### src/rtl/dmem_bridge.sv
// dmem_bridge
//   Data-side bridge between a single-cycle MIPS core's load/store port and a
//   slow handshaked external data memory, plus a 16-byte MMIO window.
//
//   External accesses stall the core. The bridge runs the access as
//   IDLE -> REQ -> DONE:
//     - IDLE: the access is seen and latched.
//     - REQ:  mem_req stays high until mem_ack arrives or TIMEOUT cycles
//             pass without one.
//     - DONE: the latched read data is returned and the core advances.
//   MMIO and misaligned accesses complete in IDLE with no stall.
//
//   Handshake: mem_req rises the cycle after an external access is seen and
//   stays high (with mem_we/mem_addr/mem_wdata stable) until the edge where
//   mem_ack is sampled high, or the timeout fires. mem_ack is a one-cycle
//   pulse and is only honoured in REQ. mem_rdata is sampled with mem_ack.
//
// Ports
//   clk, rst                 : clock, synchronous active-high reset
//   cpu_addr/wdata/read/write: core load/store port
//   cpu_rdata, cpu_stall     : load data and freeze request back to the core
//   mem_req/we/addr/wdata    : external request (held until ack)
//   mem_rdata, mem_ack       : external response
//   leds                     : MMIO LED register
//   err                      : sticky [0] misaligned, [1] timeout
//   fsm_state                : debug view of the FSM (0 IDLE, 1 REQ, 2 DONE)
module dmem_bridge #(
    parameter int unsigned TIMEOUT   = 16,
    parameter logic [31:0] MMIO_BASE = 32'hFFFF_0000
) (
    input  logic        clk,
    input  logic        rst,
    input  logic [31:0] cpu_addr,
    input  logic [31:0] cpu_wdata,
    input  logic        cpu_read,
    input  logic        cpu_write,
    output logic [31:0] cpu_rdata,
    output logic        cpu_stall,
    output logic        mem_req,
    output logic        mem_we,
    output logic [31:0] mem_addr,
    output logic [31:0] mem_wdata,
    input  logic [31:0] mem_rdata,
    input  logic        mem_ack,
    output logic [15:0] leds,
    output logic [1:0]  err,
    output logic [1:0]  fsm_state
);

    typedef enum logic [1:0] {
        S_IDLE = 2'd0,
        S_REQ  = 2'd1,
        S_DONE = 2'd2
    } state_t;

    state_t      state, state_next;
    logic        access, misaligned, in_mmio, is_ext, mmio_wr, mmio_rd;
    logic        timed_out, err_clear;
    logic [1:0]  err_next;
    logic [31:0] cycles, rdata_q, mmio_rdata, tcnt;

    assign fsm_state = state;

    // Access classification; a simultaneous read+write is a write.
    always_comb begin
        access     = cpu_read | cpu_write;
        misaligned = access && (cpu_addr[1:0] != 2'b00);
        in_mmio    = (cpu_addr[31:4] == MMIO_BASE[31:4]);
        is_ext     = access && !misaligned && !in_mmio;
        mmio_wr    = cpu_write && !misaligned && in_mmio && (state == S_IDLE);
        mmio_rd    = cpu_read && !cpu_write && !misaligned && in_mmio;
        timed_out  = (tcnt == 32'(TIMEOUT - 1));
    end

    always_comb begin
        mmio_rdata = 32'h0;
        case (cpu_addr[3:2])
            2'd0:    mmio_rdata = {16'h0, leds};
            2'd1:    mmio_rdata = cycles;
            2'd2:    mmio_rdata = {30'h0, err};
            default: mmio_rdata = 32'h0;
        endcase
    end

    // Sticky error flags: a new error in the clearing cycle still sets.
    always_comb begin
        err_clear = mmio_wr && (cpu_addr[3:2] == 2'd2);
        err_next  = err_clear ? 2'b00 : err;
        if (state == S_IDLE && misaligned)
            err_next[0] = 1'b1;
        if (state == S_REQ && !mem_ack && timed_out)
            err_next[1] = 1'b1;
    end

    // Next state and core-facing outputs.
    always_comb begin
        state_next = state;
        cpu_stall  = 1'b0;
        cpu_rdata  = 32'h0;
        case (state)
            S_IDLE: begin
                if (is_ext) begin
                    cpu_stall  = 1'b1;
                    state_next = S_REQ;
                end else if (mmio_rd) begin
                    cpu_rdata = mmio_rdata;
                end
            end
            S_REQ: begin
                cpu_stall = 1'b1;
                if (mem_ack || timed_out)
                    state_next = S_DONE;
            end
            S_DONE: begin
                // The access still present here belongs to the retiring
                // instruction, so it is not restarted.
                cpu_rdata  = rdata_q;
                state_next = S_IDLE;
            end
            default: state_next = S_IDLE;
        endcase
    end

    always_ff @(posedge clk) begin
        if (rst) begin
            state     <= S_IDLE;
            mem_req   <= 1'b0;
            mem_we    <= 1'b0;
            mem_addr  <= 32'h0;
            mem_wdata <= 32'h0;
            leds      <= 16'h0;
            err       <= 2'b00;
            cycles    <= 32'h0;
            rdata_q   <= 32'h0;
            tcnt      <= 32'h0;
        end else begin
            state  <= state_next;
            cycles <= cycles + 32'd1;
            err    <= err_next;
            if (mmio_wr && cpu_addr[3:2] == 2'd0)
                leds <= cpu_wdata[15:0];
            case (state)
                S_IDLE: begin
                    if (is_ext) begin
                        mem_req   <= 1'b1;
                        mem_we    <= cpu_write;
                        mem_addr  <= cpu_addr;
                        mem_wdata <= cpu_wdata;
                        tcnt      <= 32'h0;
                    end
                end
                S_REQ: begin
                    tcnt <= tcnt + 32'd1;
                    // An ack in the timeout cycle wins over the abort.
                    if (mem_ack) begin
                        mem_req <= 1'b0;
                        rdata_q <= mem_we ? 32'h0 : mem_rdata;
                    end else if (timed_out) begin
                        mem_req <= 1'b0;
                        rdata_q <= 32'hDEAD_BEEF;
                    end
                end
                default: ;
            endcase
        end
    end

endmodule

### config.mk
export PLATFORM = sky130hd
export DESIGN_NAME = dmem_bridge
export DESIGN_NICKNAME = d
export VERILOG_FILES = /design/src/rtl/dmem_bridge.sv
export SDC_FILE = /design/constraint.sdc
export NUM_CORES = 1
export LEC_CHECK = 0
export CORE_MARGIN = 1.5
export CORE_UTILIZATION = 49
export DETAILED_ROUTE_END_ITERATION = 16
export PLACE_DENSITY = 0.78
export SKIP_CTS_REPAIR_TIMING = 1
export SLEW_MARGIN = 20
export SYNTH_ARGS = -nofsm -noshare
export SYNTH_HDL_FRONTEND = slang
export SYNTH_SLANG_ARGS = --single-unit
### constraint.sdc
create_clock -name clk -period 3.7 [get_ports clk]
set_clock_uncertainty 0.1 [all_clocks]
set_input_delay 1.11 -clock clk [delete_from_list [all_inputs] [get_ports clk]]
set_output_delay 1.11 -clock clk [all_outputs]
set_load 0.02 [all_outputs]
After elaboration in Yosys (flattened, before gate mapping). Cells that the tools add are included.

Shift-type cells: 0. $add $sub $neg: 2. Order comparisons: 0. Bitwise operators: 1. Divide/modulo/power cells: 0. Reduce and logical (&&, ||, !) cells: 31. $mul: 0. Equal/unequal tests: 9. Mux-type cells: 21.

Operators by type and width (number): $mux W32 (6); $pmux W32 S2 (2); $pmux W32 S3 (1); $add A32 B1 Y32 const B (2); $eq A32 B4 Y1 const B (1); $eq A28 B28 Y1 const B (1); $logic_and A1 B1 Y1 (14); $reduce_bool A2 Y1 (5); $reduce_and A2 Y1 (4); $mux W1 (6); $mux W2 (3); $eq A2 B1 Y1 const B (2); $eq A2 B2 Y1 const B (2); $logic_not A1 Y1 (4); $logic_not A2 Y1 (2); $pmux W1 S2 (2); $pmux W2 S2 (1); $ne A3 B3 Y1 const B (1); $reduce_and A3 Y1 (1); $ne A2 B1 Y1 const B (1); $ne A2 B2 Y1 const B (1); $logic_or A1 B1 Y1 (1); $or A1 B1 Y1 (1).

Register bits: 182. Output and inout bits: 119. Memories kept: 0. Latch bits: 0. Memory bits (writable): 0. Word-level logic and storage cells: 75. ROM bits: 0. Input bits: 101.

Logic depth before layout (Yosys ltp).
Depth in word-level cells: 9. Depth in mapped cells: 8.

Least setup slack after synthesis. No wires, ideal clock.

Path type: input port to output port. From: input port cpu_addr[4]. To: output port cpu_rdata[10]. Data arrival time: 2.613 ns. Buffers on the path: 2. Cell stages on the path: 7. Path slack: -0.123 ns. Required time: 2.490 ns. Cells stage by stage: nor4b_1 and4_1 buf_2 nand4_1 or2_1 buf_2 o21ai_1.

Word-level cells in the longest chain between the ends: 5. Elaborated cells between the ends (all ways): 7.

RTL lines: start: declaration (line 33) `input logic [31:0] cpu_addr,`; $eq A28 B28 Y1 * (line 68) `in_mmio = (cpu_addr[31:4] == MMIO_BASE[31:4]);`; $logic_and A1 B1 Y1 / $logic_not A1 Y1 (equally long branches) (line 71, 69); $mux W32 / $logic_and A1 B1 Y1 (equally long branches) (line 105, 69); $mux W32 * (line 102) `if (is_ext) begin`; $pmux W32 S2 * (line 100) `case (state)`; end: declaration (line 37) `output logic [31:0] cpu_rdata,`.

Every way passes the cells marked *; elsewhere a longest branch is shown, timed or not.

Worst setup path in the final report.
From: input port cpu_addr[17]. To: output port cpu_rdata[13].

The elaborated chain is that of the path after synthesis.

==> flow_results.org <==
** Timing
- Setup violations remaining at the end of the flow were counted as 32.
- In the finished design, the share of the clock period the worst path needs comes to 109%.
- Setup repair after global routing could not meet its margin everywhere.
- Least-Margin Pin Slew :: 0.670 ns
- After layout, the minimum clock period comes to 4.01 ns.
- Max-slew headroom at the worst pin :: ~55%
- Max Transition Viols Final :: 0
- The count of endpoints failing hold in the final timing report was 0.
- Once routing completed, OpenROAD measured the worst setup slack at -0.315 ns.
- Based on the critical path, the design can be clocked at up to 0.249 GHz.

** Placement
- Post-Place Cells :: 1305
- The count of buffers added on input and output ports is roughly 220.
- Once detailed placement completed, the half-perimeter wirelength came to 16600 µm.
- At the end of routability-driven placement, the weighted congestion stood at 0.895.
- Summing all placed instances gives a cell area of about 11000 µm².

** Logic synthesis
- Synthesized net count :: 989
- Summing the sequential cell areas from Yosys gives 45.0% of the chip area.
- The most used flip-flop cell after synthesis is sky130_fd_sc_hd__dfxtp_1.
- Cell type contributing the most total cell area after synthesis :: sky130_fd_sc_hd__dfxtp_1
- The synthesized netlist contains between 50 and 60 unique library cells.
- Mux cell area share after synthesis :: 12.0%
- After Yosys synthesis, XOR and XNOR cells account for between 4 and 5% of the synthesized area.
- After Yosys synthesis, full adders, half adders and majority gates account for 0.309% of the synthesized area.
- Mean instance size in the synthesized netlist :: 9.14 µm²
- The synthesized netlist devotes 10.7% of its cell area to compound gates.
- In the post-synthesis netlist, the biggest area contributors are sky130_fd_sc_hd__dfxtp_1, sky130_fd_sc_hd__mux2i_1, sky130_fd_sc_hd__nor2_1.
- Total of flip-flops plus latches after synthesis :: between 150 and 200
- Largest family of logic cells by synthesized area :: simple AND/OR/NAND/NOR gates
- Yosys mapped a number of flops with a built-in enable equal to 0.
- Counting flops with an async set or reset pin after synthesis yields a share of 0%.
- Summing the areas of all and, or, nand and nor instances in the mapped netlist gives 22.5% of the synthesized area.
- Number of warnings reported in the yosys synthesis log :: 0
- In the synthesized netlist, the number of instances is between 800 and 900.
- Of the post-synthesis cell area, the dominant cell type holds 45.0%.
- Cell area after synthesis :: approximately 8000 µm²

** Power and ir drop
- Power per Cell Area :: 378 nW/µm²
- The analysis attributes to cell leakage a power of roughly 4.7 nW.
- Internal power comes to 0.00332 W.
- Maximum vdd ir drop :: 0.378 mV
- Net switching is 25.0% of the power.
- Net switching power figure :: 0.00110 W
- In this run, the combinational gates consume 11.2% of the power.
- Clock network fraction of total power :: 42.7%
- Sequential cell fraction of total power :: ~46%

** Setup path
- WP data required :: around 2.5 ns
- Most common cell on crit path :: sky130_fd_sc_hd__nand4_1
- Critical Path Start Type :: input pin
- Cell Chain, Critical Path :: dlymetal6s2s_1 -> nand4_1 -> nor3_2 -> nand4_1 -> or2_1 -> buf_12 -> o21ai_2 -> buf_6
- The critical path is of the input pin to primary output type.
- Cell with the biggest individual delay on the critical path :: sky130_fd_sc_hd__or2_1
- STA classifies the critical path endpoint as a primary output.
- The worst register-to-register path has a setup slack of about 1.3 ns.
- On the worst path, the slowest cell contributes a delay of 0.34 ns.
- Largest fanout of any net on the critical path :: 14
- Data arrives at the worst endpoint at between 2 and 3 ns.

** Detailed routing
- Via count :: 7428
- For this run, the detailed router's first-pass iteration total came to 5.
- Summed over all layers, the routed wires come to ~24000 µm.
- In the final routed layout, each cell accounts on average for around 18 µm.
- For this run, design rule violations remaining after detail routing come to 0.
- Initial DRC Count :: 502
- Vias per cell :: around 5.5
- Post-DRT Antenna Nets :: 0

** Global route
- Number of antenna violations at the first check in global routing :: 2
- The first global-routing pass estimated 37400 µm of wire.
- Overall overflow remaining after global route :: 0
- Overall global routing resource usage :: 26.9%
- Entering global routing, the biggest net connects 122 pins.
- The number of global-route vias before repair was 7071.

** Floorplanning
- I/O pin total :: 220
- In this run the core area contains 46 standard-cell rows.
- For this configuration, the core starts out at a cell density of 50.6%.
- The die covers 17300 µm².
- Die Span Y :: 132 µm
- Core box area :: 16000 µm²
- The die is 132 µm wide.

** Layout
- Post-route design area :: 11700 µm²
- The filler cells instantiated in the layout total 1179.
- Total Nets Final :: ~1200
- Area growth from synthesis to layout :: 44.4%
- Fraction of final layout cells with drive strength greater than 1 :: 16.3%
- Once layout is complete, the cells apart from fillers number 1348.

** CTS
- CTS tree :: done
- H-tree levels :: 4
- Clock buffer count from CTS :: 17
- CTS Root Cell :: sky130_fd_sc_hd__clkbuf_16
- # clock sinks :: roughly 180
- Bufs on Longest Clock Path :: 2
- Clock-pin slew was measured on the worst setup and hold paths at roughly 0.070 ns.
- Clk Latency, worst-skew pair :: between 0.4 and 0.5 ns

** Worst hold path
- The path class of the tightest hold or removal check is flop to flop.

** Outcome
- The final reports fail on setup timing.
- Outcome :: complete, but fails checks

** Job
- Count of maximum capacitance violations :: 0
==> final timing paths <==
kind                            cells past startpoint                      from                  endpoint
worst min-delay path                                2  rdata_q[28]$_SDFFE_PP0P_  rdata_q[28]$_SDFFE_PP0P_
worst min register to register                      2  rdata_q[28]$_SDFFE_PP0P_  rdata_q[28]$_SDFFE_PP0P_
worst max register to register                      5     cycles[10]$_SDFF_PP0_     cycles[31]$_SDFF_PP0_
worst max-delay path                                8              cpu_addr[17]             cpu_rdata[13]
==> critical path: cells and delay by family <==
family          cells  cell delay, ns
simple gates        4            1.06
buf+inv             3            0.45
compound gates      1            0.17
==> cells in the final DEF (no fill, tap or decap), drive strengths merged, types with 3 or more instances in the layout <==
cell type,count
a21oi,19
a221oi,24
a22o,13
a311oi,5
a31oi,5
a32o,9
a41oi,6
and2,5
and3,11
and4,6
buf,93
clkbuf,23
clkdlybuf4s50,152
clkinvlp,4
dfxtp,182
dlymetal6s2s,22
inv,36
mux2i,96
nand2,44
nand2b,29
nand3,27
nand4,23
nor2,146
nor2b,5
nor3,14
nor3b,3
nor4,20
nor4b,4
o21ai,32
o22ai,3
o31ai,3
or2,4
or3,7
xnor2,17
xor2,23
==> synthesized netlist by cell type (17+ instances only) <==
cell type	instances
sky130_fd_sc_hd__mux2i_1	96
sky130_fd_sc_hd__a221oi_1	24
sky130_fd_sc_hd__nand2b_1	29
sky130_fd_sc_hd__nor2_1	146
sky130_fd_sc_hd__nand2_1	43
sky130_fd_sc_hd__nand3_1	25
sky130_fd_sc_hd__xnor2_1	17
sky130_fd_sc_hd__dfxtp_1	182
sky130_fd_sc_hd__nand4_1	22
sky130_fd_sc_hd__xor2_1	23
sky130_fd_sc_hd__inv_1	31
sky130_fd_sc_hd__o21ai_1	17
sky130_fd_sc_hd__clkbuf_1	36
sky130_fd_sc_hd__a21oi_1	18
==> power groups by stage <==
stage	logic [W]	registers, W	clock network [W]
3_5_place_dp	0.000476	0.00208	0
5_1_grt	0.000525	0.00204	0.00199
2_1_floorplan	0.000187	0.00212	0
4_1_cts	0.000480	0.00204	0.00191
6_report	0.000494	0.00204	0.00189
3_3_place_gp	0.000473	0.00208	0
==> sequential cells by signal (all words and copies together) (netlist names) <==
signal,cells
fsm_state,2
mem_wdata,32
cycles,32
tcnt,32
leds,16
mem_addr,32
mem_req,1
err,2
rdata_q,32
mem_we,1
==> through the flow <==
| stage | power [W] | setup WS, ns | setup TNS [ns] | util (%) | hold slack, ns |
|---|---|---|---|---|---|
| 2_1_floorplan | 0.00231 | -0.113 | -1.38 | - | 0.338 |
| 6_report | 0.00442 | -0.315 | -7.22 | 73.1 | 0.370 |
| 4_1_cts | 0.00442 | -1.16 | -33.16 | 70.8 | 0.371 |
| 5_1_grt | 0.00455 | -0.401 | -9.58 | 73.1 | 0.388 |
| 3_5_place_dp | 0.00256 | -1.15 | -32.74 | 66.9 | 0.360 |
| 3_3_place_gp | 0.00255 | -1.09 | -32.32 | 66.9 | 0.354 |
==> area by class of cell <==
cell class	count	area (µm²)	area share, %
multi-input combinational	614	4320	36.9
sequential	182	3640	31.1
timing repair buffer	271	2730	23.3
clock buffer	19	453	3.87
tap	216	270	2.31
clock inverter	13	164	1.40
inverter	31	116	0.995
antenna	2	5.00	0.0428
==> layer usage <==
metal	up-vias	GRT usage [%]	share of wire, %
met1	3543	32.9	42
met2	259	44.4	48
li1	3588	-	-
met3	38	8.45	7.4
met4	0	10.1	2.6
met5	-	0	0
==> cells by family after synthesis <==
| kind of cell | count (synthesis) |
|---|---|
| AO/OA/AOI/OAI | 122 |
| XOR/XNOR | 40 |
| adder cells (fa/ha/maj) | 2 |
| buffers and inverters | 90 |
| flip-flops | 182 |
| multiplexers | 97 |
| AND/OR/NAND/NOR | 353 |
Power figures use the tool's default switching activity.
